[config.mk]
export PLATFORM = sky130hd
export DESIGN_NAME = mips_mc_ctrl
export DESIGN_NICKNAME = d
export VERILOG_FILES = /design/src/rtl/mips_pkg.sv /design/src/rtl/mips_alu_dec.sv /design/src/rtl/mips_mc_ctrl.sv
export SDC_FILE = /design/constraint.sdc
export NUM_CORES = 1
export LEC_CHECK = 0
export ABC_AREA = 1
export BUFFER_PORTS_ARGS = -buffer_cell sky130_fd_sc_hd__clkbuf_2
export CORE_ASPECT_RATIO = 0.6
export CORE_MARGIN = 10
export CORE_UTILIZATION = 46
export CTS_CLUSTER_DIAMETER = 100
export DETAILED_ROUTE_END_ITERATION = 16
export PLACE_DENSITY = 0.75
export SLEW_MARGIN = 10
export SYNTH_ARGS = -nofsm -noshare
export SYNTH_HDL_FRONTEND = slang
export SYNTH_SLANG_ARGS = --single-unit
[constraint.sdc]
create_clock -name clk -period 1.17 [get_ports clk]
set_input_delay 0.234 -clock clk [delete_from_list [all_inputs] [get_ports clk]]
set_output_delay 0.234 -clock clk [all_outputs]
set_load 0.05 [all_outputs]
[src/rtl/mips_pkg.sv]
// rtl/mips_pkg.sv - shared types and encodings for the multi-cycle MIPS control path
package mips_pkg;

  typedef enum logic [3:0] {
    S_IDLE, S_FETCH, S_DECODE, S_EXEC_R, S_EXEC_I, S_WB_R, S_WB_I,
    S_MEM_ADDR, S_MEM_RD, S_MEM_WR, S_WB_MEM, S_BRANCH, S_JUMP, S_HALT
  } state_t;

  localparam logic [5:0] OP_RTYPE = 6'h00, OP_J    = 6'h02, OP_BEQ  = 6'h04, OP_BNE = 6'h05,
                         OP_ADDI  = 6'h08, OP_SLTI = 6'h0A, OP_SLTIU = 6'h0B,
                         OP_ANDI  = 6'h0C, OP_ORI  = 6'h0D, OP_XORI = 6'h0E, OP_LUI = 6'h0F,
                         OP_LW    = 6'h23, OP_SW   = 6'h2B;

  localparam logic [5:0] FN_SLL = 6'h00, FN_SRL = 6'h02, FN_SRA = 6'h03,
                         FN_ADD = 6'h20, FN_SUB = 6'h22, FN_AND = 6'h24, FN_OR   = 6'h25,
                         FN_XOR = 6'h26, FN_NOR = 6'h27, FN_SLT = 6'h2A, FN_SLTU = 6'h2B;

  localparam logic [3:0] ALU_ADD = 4'd0, ALU_SUB = 4'd1, ALU_AND = 4'd2, ALU_OR  = 4'd3,
                         ALU_XOR = 4'd4, ALU_NOR = 4'd5, ALU_SLT = 4'd6, ALU_SLTU = 4'd7,
                         ALU_SLL = 4'd8, ALU_SRL = 4'd9, ALU_SRA = 4'd10, ALU_LUI = 4'd11;

  localparam logic [1:0] PC_SRC_ALU = 2'd0, PC_SRC_ALUOUT = 2'd1, PC_SRC_JUMP = 2'd2;

  localparam logic [1:0] SRCB_B = 2'd0, SRCB_FOUR = 2'd1, SRCB_IMM = 2'd2, SRCB_BOFF = 2'd3;

  function automatic logic [3:0] imm_alu_op(input logic [5:0] op);
    case (op)
      OP_SLTI:  return ALU_SLT;
      OP_SLTIU: return ALU_SLTU;
      OP_ANDI:  return ALU_AND;
      OP_ORI:   return ALU_OR;
      OP_XORI:  return ALU_XOR;
      OP_LUI:   return ALU_LUI;
      default:  return ALU_ADD;
    endcase
  endfunction

endpackage

[src/rtl/mips_alu_dec.sv]
// rtl/mips_alu_dec.sv - R-type funct field to ALU operation decoder
module mips_alu_dec
  import mips_pkg::*;
#(
  parameter int ALUC_W = 4
) (
  input  logic [5:0]        funct,
  output logic [ALUC_W-1:0] alu_ctrl,
  output logic              valid
);

  logic [3:0] code;

  always_comb begin
    code  = ALU_ADD;
    valid = 1'b1;
    case (funct)
      FN_ADD:  code = ALU_ADD;
      FN_SUB:  code = ALU_SUB;
      FN_AND:  code = ALU_AND;
      FN_OR:   code = ALU_OR;
      FN_XOR:  code = ALU_XOR;
      FN_NOR:  code = ALU_NOR;
      FN_SLT:  code = ALU_SLT;
      FN_SLTU: code = ALU_SLTU;
      FN_SLL:  code = ALU_SLL;
      FN_SRL:  code = ALU_SRL;
      FN_SRA:  code = ALU_SRA;
      default: valid = 1'b0;
    endcase
  end

  assign alu_ctrl = ALUC_W'(code);

endmodule

[src/rtl/mips_mc_ctrl.sv]
// rtl/mips_mc_ctrl.sv - multi-cycle MIPS control FSM with memory wait-state timeout
module mips_mc_ctrl
  import mips_pkg::*;
#(
  parameter int MEM_TIMEOUT = 15,
  parameter int ALUC_W      = 4
) (
  input  logic              clk,
  input  logic              reset,
  input  logic [5:0]        opcode,
  input  logic [5:0]        funct,
  input  logic              zero,
  input  logic              mem_ready,
  output logic              pc_we,
  output logic [1:0]        pc_src,
  output logic              iord,
  output logic              mem_re,
  output logic              mem_we,
  output logic              ir_we,
  output logic              rf_we,
  output logic              reg_dst,
  output logic              mem_to_reg,
  output logic              alu_src_a,
  output logic [1:0]        alu_src_b,
  output logic              ext_zero,
  output logic [ALUC_W-1:0] alu_ctrl,
  output logic              inst_done,
  output logic              illegal_inst,
  output logic              bus_err,
  output logic [3:0]        state_o
);

  localparam logic [7:0] TIMEOUT_LAST = 8'(MEM_TIMEOUT - 1);

  state_t            state, next_state;
  logic [7:0]        wait_cnt;
  logic              bus_err_q;
  logic              wait_state, timeout;
  logic [ALUC_W-1:0] r_alu_ctrl;
  logic              r_valid;

  mips_alu_dec #(.ALUC_W(ALUC_W)) u_alu_dec (
    .funct    (funct),
    .alu_ctrl (r_alu_ctrl),
    .valid    (r_valid)
  );

  assign wait_state = (state == S_FETCH) || (state == S_MEM_RD) || (state == S_MEM_WR);
  // The last permitted wait cycle expires here, so the abort happens on the same edge.
  assign timeout    = wait_state && !mem_ready && (wait_cnt == TIMEOUT_LAST);

  always_ff @(posedge clk or negedge reset) begin
    if (!reset) begin
      state     <= S_IDLE;
      wait_cnt  <= '0;
      bus_err_q <= 1'b0;
    end else begin
      state <= next_state;
      if (timeout) bus_err_q <= 1'b1;
      if (wait_state && !mem_ready && !timeout) wait_cnt <= wait_cnt + 8'd1;
      else                                      wait_cnt <= '0;
    end
  end

  always_comb begin
    next_state   = state;
    pc_we        = 1'b0;
    pc_src       = PC_SRC_ALU;
    iord         = 1'b0;
    mem_re       = 1'b0;
    mem_we       = 1'b0;
    ir_we        = 1'b0;
    rf_we        = 1'b0;
    reg_dst      = 1'b0;
    mem_to_reg   = 1'b0;
    alu_src_a    = 1'b0;
    alu_src_b    = SRCB_B;
    ext_zero     = 1'b0;
    alu_ctrl     = '0;
    inst_done    = 1'b0;
    illegal_inst = 1'b0;
    case (state)
      S_IDLE: next_state = S_FETCH;
      S_FETCH: begin
        mem_re    = 1'b1;
        alu_src_b = SRCB_FOUR;
        alu_ctrl  = ALUC_W'(ALU_ADD);
        if (mem_ready) begin
          ir_we      = 1'b1;
          pc_we      = 1'b1;
          next_state = S_DECODE;
        end else if (timeout) begin
          next_state = S_HALT;
        end
      end
      S_DECODE: begin
        alu_src_b = SRCB_BOFF;
        alu_ctrl  = ALUC_W'(ALU_ADD);
        case (opcode)
          OP_RTYPE: next_state = S_EXEC_R;
          OP_ADDI, OP_SLTI, OP_SLTIU, OP_ANDI, OP_ORI, OP_XORI, OP_LUI: next_state = S_EXEC_I;
          OP_LW, OP_SW:   next_state = S_MEM_ADDR;
          OP_BEQ, OP_BNE: next_state = S_BRANCH;
          OP_J:           next_state = S_JUMP;
          default: begin
            illegal_inst = 1'b1;
            next_state   = S_FETCH;
          end
        endcase
      end
      S_EXEC_R: begin
        alu_src_a = 1'b1;
        alu_src_b = SRCB_B;
        if (r_valid) begin
          alu_ctrl   = r_alu_ctrl;
          next_state = S_WB_R;
        end else begin
          illegal_inst = 1'b1;
          next_state   = S_FETCH;
        end
      end
      S_EXEC_I: begin
        alu_src_a  = 1'b1;
        alu_src_b  = SRCB_IMM;
        ext_zero   = (opcode == OP_ANDI) || (opcode == OP_ORI) || (opcode == OP_XORI);
        alu_ctrl   = ALUC_W'(imm_alu_op(opcode));
        next_state = S_WB_I;
      end
      S_WB_R, S_WB_I: begin
        rf_we      = 1'b1;
        reg_dst    = (state == S_WB_R);
        inst_done  = 1'b1;
        next_state = S_FETCH;
      end
      S_MEM_ADDR: begin
        alu_src_a  = 1'b1;
        alu_src_b  = SRCB_IMM;
        alu_ctrl   = ALUC_W'(ALU_ADD);
        next_state = (opcode == OP_SW) ? S_MEM_WR : S_MEM_RD;
      end
      S_MEM_RD: begin
        iord   = 1'b1;
        mem_re = 1'b1;
        if (mem_ready)    next_state = S_WB_MEM;
        else if (timeout) next_state = S_HALT;
      end
      S_MEM_WR: begin
        iord   = 1'b1;
        mem_we = 1'b1;
        if (mem_ready) begin
          inst_done  = 1'b1;
          next_state = S_FETCH;
        end else if (timeout) begin
          next_state = S_HALT;
        end
      end
      S_WB_MEM: begin
        rf_we      = 1'b1;
        mem_to_reg = 1'b1;
        inst_done  = 1'b1;
        next_state = S_FETCH;
      end
      S_BRANCH: begin
        alu_src_a  = 1'b1;
        alu_src_b  = SRCB_B;
        alu_ctrl   = ALUC_W'(ALU_SUB);
        pc_src     = PC_SRC_ALUOUT;
        pc_we      = zero ^ (opcode == OP_BNE);
        inst_done  = 1'b1;
        next_state = S_FETCH;
      end
      S_JUMP: begin
        pc_src     = PC_SRC_JUMP;
        pc_we      = 1'b1;
        inst_done  = 1'b1;
        next_state = S_FETCH;
      end
      S_HALT:  next_state = S_HALT;
      default: next_state = S_IDLE;
    endcase
  end

  assign bus_err = bus_err_q;
  assign state_o = state;

endmodule

==> flow_metrics.tcl, run 1 <==
set metrics [dict create \
    io-pin-count 41 \
    postCtsHoldBufs 1 \
    ys_ff_latch 13 \
    globalplace.congestion 1.05 \
    haltStage "4_1_cts" \
    htree_levels 1 \
    syn_inst 214 \
    status "stopped before the end" \
    start_util 0.495 \
    postCtsSetupBuffers 14 \
    error "[ERROR DPL-0038] Utilization greater than 100%, impossible to legalize" \
    ctsRootBufferMaster "clkbuf_8" \
    synth.distinct_cells 25 \
    clockBufferDepth 2 \
    chipHeight_um 60.8 \
    dp_hpwl_mm 5.76 \
    die_x_um 88.0 \
    synth_fp_nets 232 \
    postPlaceCellArea_um2 2410 \
    cts_resized 68 \
    syn-cell-area_um2 1270 \
    clkSinkCount 13 \
    io_buffers 40 \
    num_rows 14 \
    yosysWarnings 0 \
    ys_seq_area_frac 0.255 \
    synth.avg_cell_area_um2 5.96 \
    cts_buffers 3 \
]
-- logic make-up after synthesis --
family	synth area share
buffers and inverters	0.109
adders and majority gates	0.0196
AOI/OAI and AO/OA	0.115
and+or+nand+nor	0.495
xor gates and xnor gates	0.00687
DFF	0.255
-- cells in the mapped netlist --
master / n / area, µm²
nand2_1: 47 / 176
nor2_1: 43 / 161
inv_1: 36 / 135
nand3_1: 29 / 145
dfrtp_1: 13 / 325
a21oi_1: 8 / 40.0
o21ai_0: 6 / 30.0
nand4_1: 4 / 25.0
nor3b_2: 4 / 50.1
nand2_2: 3 / 18.8
nor2_2: 3 / 18.8
ha_1: 2 / 25.0
nor3_1: 2 / 10.0
o211ai_1: 2 / 15.0
o21ai_2: 2 / 17.5
a21oi_4: 1 / 16.3
a31oi_1: 1 / 6.26
and2_1: 1 / 6.26
inv_2: 1 / 3.75
nand3b_1: 1 / 7.51
nor2_4: 1 / 11.3
o21ai_1: 1 / 5.00
o31ai_1: 1 / 7.51
o32ai_1: 1 / 8.76
xnor2_1: 1 / 8.76
-- stage by stage --
stage	cells	setup WS, ns
after floorplan	214	-0.979
after global placement	344	-0.390
after detailed placement	344	-0.575
==> run 2, diff against run 1 <==
--- a/config.mk
+++ b/config.mk
@@ -7,12 +7,10 @@
 export LEC_CHECK = 0
 export ABC_AREA = 1
 export BUFFER_PORTS_ARGS = -buffer_cell sky130_fd_sc_hd__clkbuf_2
-export CORE_ASPECT_RATIO = 0.6
 export CORE_MARGIN = 10
-export CORE_UTILIZATION = 46
-export CTS_CLUSTER_DIAMETER = 100
+export CORE_UTILIZATION = 35
 export DETAILED_ROUTE_END_ITERATION = 16
-export PLACE_DENSITY = 0.75
+export PLACE_DENSITY_LB_ADDON = 0.15
 export SLEW_MARGIN = 10
 export SYNTH_ARGS = -nofsm -noshare
 export SYNTH_HDL_FRONTEND = slang
==> constraint.sdc (replaced) <==
create_clock -name clk -period 1.5 [get_ports clk]
set_input_delay 0.3 -clock clk [delete_from_list [all_inputs] [get_ports clk]]
set_output_delay 0.3 -clock clk [all_outputs]
set_load 0.05 [all_outputs]
==> flow_metrics.tcl, run 2 <==
set metrics [dict create \
    clkSinkCount 13 \
    cp-end-kind "primary output" \
    synth_area_leaders "dfrtp_1 26%, nand2_1 14%, nor2_1 13%" \
    cp.required_ns 1.20 \
    synthArstFlopShare 1.00 \
    drv_slew 0 \
    period_minus_slack_ns 1.97 \
    die_x_um 80.4 \
    setup_viol 33 \
    dr.first_iter.drc_count 62 \
    status "finished, violations left" \
    antenna_found_initial 0 \
    combPwrFrac 0.828 \
    core_um2 3420 \
    wire_per_inst_um 15.6 \
    globalplace.congestion 0.844 \
    layout-area-overhead-vs-synth_pct 115 \
    via_per_inst 5.10 \
    chipHeight_um 80.4 \
    total_power_w 0.00449 \
    p_leak_nw 1.36 \
    syn_inst 214 \
    grt_pass1_wl_mm 8.40 \
    slowest_stage "dfrtp_4" \
    die_area_um2 6460 \
    first_pass_iters 4 \
    crit_start "state_o[0]" \
    nFillCells 219 \
    max_freq_mhz 507 \
    post-route-period-util 1.31 \
    synth.avg_cell_area_um2 5.96 \
    p_seq_frac 0.122 \
    max-cap-violations 0 \
    crit_family "flip-flops" \
    cp_num_buf_inv 4 \
    r2r_cells 12 \
    cts_tree "done" \
    p_int_w 0.00224 \
    antenna_cells 0 \
    io_buffers 40 \
    dp_hpwl_mm 3.50 \
    overflow 0 \
    violations "setup timing" \
    slew_headroom 0.743 \
    fin_skew_ns 0.00351 \
    power_frac_clock 0.051 \
    drc 0 \
    hold_viol 0 \
    synth.distinct_cells 25 \
    worst-setup-path-type "reg2out" \
    clockBufferDepth 2 \
    io-pin-count 41 \
    syn-cell-area_um2 1270 \
    crit_fanout 4 \
    final_common_cell "buf_4" \
    ys_seq_area_frac 0.255 \
    p_switching_w 0.00226 \
    ctsRootBufferMaster "clkbuf_4" \
    synth_edf_count 0 \
    switching_share 0.503 \
    worst_pin_slew_ns 0.382 \
    cts_buffers 3 \
    htree_levels 1 \
    rsz0062_at_grt "yes" \
    seqCellArea_um2 335 \
    fin_cells 367 \
    first_global_vias 1854 \
    hold_path_class "in2async" \
    synth_flop_cell "dfrtp_1" \
    grt_max_degree 14 \
    multi_input_area_um2 1070 \
    start_util 0.373 \
    postPlaceCellArea_um2 2270 \
    yosysWarnings 0 \
    worst-path-stages 8 \
    start_kind "flop" \
    dp_cells 348 \
    r2r_start "state_o[0]" \
    regMostFlops "wait_cnt" \
    ys_top_cells_by_count "47 x nand2_1, 43 x nor2_1, 36 x inv_1" \
    ys_ff_latch 13 \
    path_cells "inv_6 > buf_12 > nor2_4 > nand2_4 > nor2_4 > inv_2 > o211ai_1 > clkbuf_16" \
    final_cell_mix "42 x buf_4, 33 x nand2_1, 32 x nor2_1" \
    critPathMostFrequentCell "nor2_4" \
    stdcell_area_um2 2740 \
    crit_arrival_ns 1.67 \
    ir_drop_v 0.000931 \
    vias 1871 \
    final_antenna_net_count 0 \
    cpPeakStageDelay_ns 0.47 \
    layout-drive-gt1-share 0.548 \
    p_per_area_nw_per_um2 1640 \
    grtUsageTotal 0.159 \
    finalNetCount 340 \
    synth_top_cell_by_area "dfrtp_1" \
    synth_fp_nets 232 \
    num_rows 21 \
    largest_register_ffs 8 \
    synth_top_area_frac 0.255 \
    clock_latency_ns 0.28 \
    cts.clk_slew.worst_paths_ns 0.09 \
    wirelength_mm 5.71 \
    setup_slack_ns -0.472 \
    synth_most_common_cell "nand2_1" \
]
==> run 2: worst reg2reg max path: stages, from the launching register on <==
cell     delay, ns
dfrtp_4       0.47
inv_6         0.06
buf_12        0.12
nor2_4        0.15
nand2_4       0.09
buf_4         0.14
buf_6         0.12
a21oi_4       0.20
nand2_2       0.12
buf_6         0.14
nand3_1       0.06
nor2_1        0.04
nand2_1       0.06
==> run 2: cells by family after synthesis <==
kind of cell / share of synthesized area
XOR/XNOR: 0.00687
buffers and inverters: 0.109
AND/OR/NAND/NOR: 0.495
adder cells (fa/ha/maj): 0.0196
AO/OA/AOI/OAI: 0.115
flip-flops: 0.255
==> run 2: power by group through the flow <==
stage               logic [W]  clock network (W)  registers (W)
global route          0.00388           0.000249       0.000555
floorplan             0.00138                  0       0.000676
CTS                   0.00333           0.000231       0.000540
global placement      0.00289                  0       0.000522
finish                0.00372           0.000228       0.000546
detailed placement    0.00291                  0       0.000526
==> run 2: final cells by class <==
type                       instances  area share
tap                               46      0.0210
inverter                          37      0.0571
clock buffer                       4     0.00960
timing repair buffer             103       0.400
multi-input combinational        164       0.390
sequential                        13       0.122
==> run 2: metrics by stage <==
stage               hold slack, ns  TNS [ns]   util  setup WS [ns]
global placement             0.210     -1.31  0.665         -0.181
global route                 0.464    -11.68  0.801         -0.520
floorplan                  0.00441     -3.80      -         -0.715
CTS                          0.451     -6.84  0.766         -0.425
detailed placement           0.212     -1.47  0.665         -0.192
finish                       0.445     -9.71  0.801         -0.472
==> run 2: what timing repair did <==
action | in CTS | in global routing
pin swaps | 15 | 7
setup endpoints to repair | 26 | 34
hold buffers | 1 | 0
buffers inserted | 8 | 6
gates resized for setup | 56 | 29
endpoints found under the hold margin | 13 | 0
==> run 2: worst paths after layout <==
check,end,slack (ns)
worst max-delay path,pc_we,-0.47
worst min-delay path,wait_cnt[2],0.44
worst max register to register,state_o[3],-0.32
worst min register to register,bus_err,0.49
max in group asynchronous,state_o[1],0.77
min in group clk,bus_err,0.49
==> run 2: per-layer routing <==
metal / track usage / wire length, µm / vias to the layer above / share of wire
met2: 0.294 / 3060 / 66 / 0.54
met1: 0.168 / 2060 / 890 / 0.36
met4: 0.0546 / 184 / 0 / 0.032
met3: 0.0423 / 404 / 16 / 0.071
li1: - / - / 899 / -
met5: 0 / 0 / - / 0
Power figures use the tool's default switching activity.
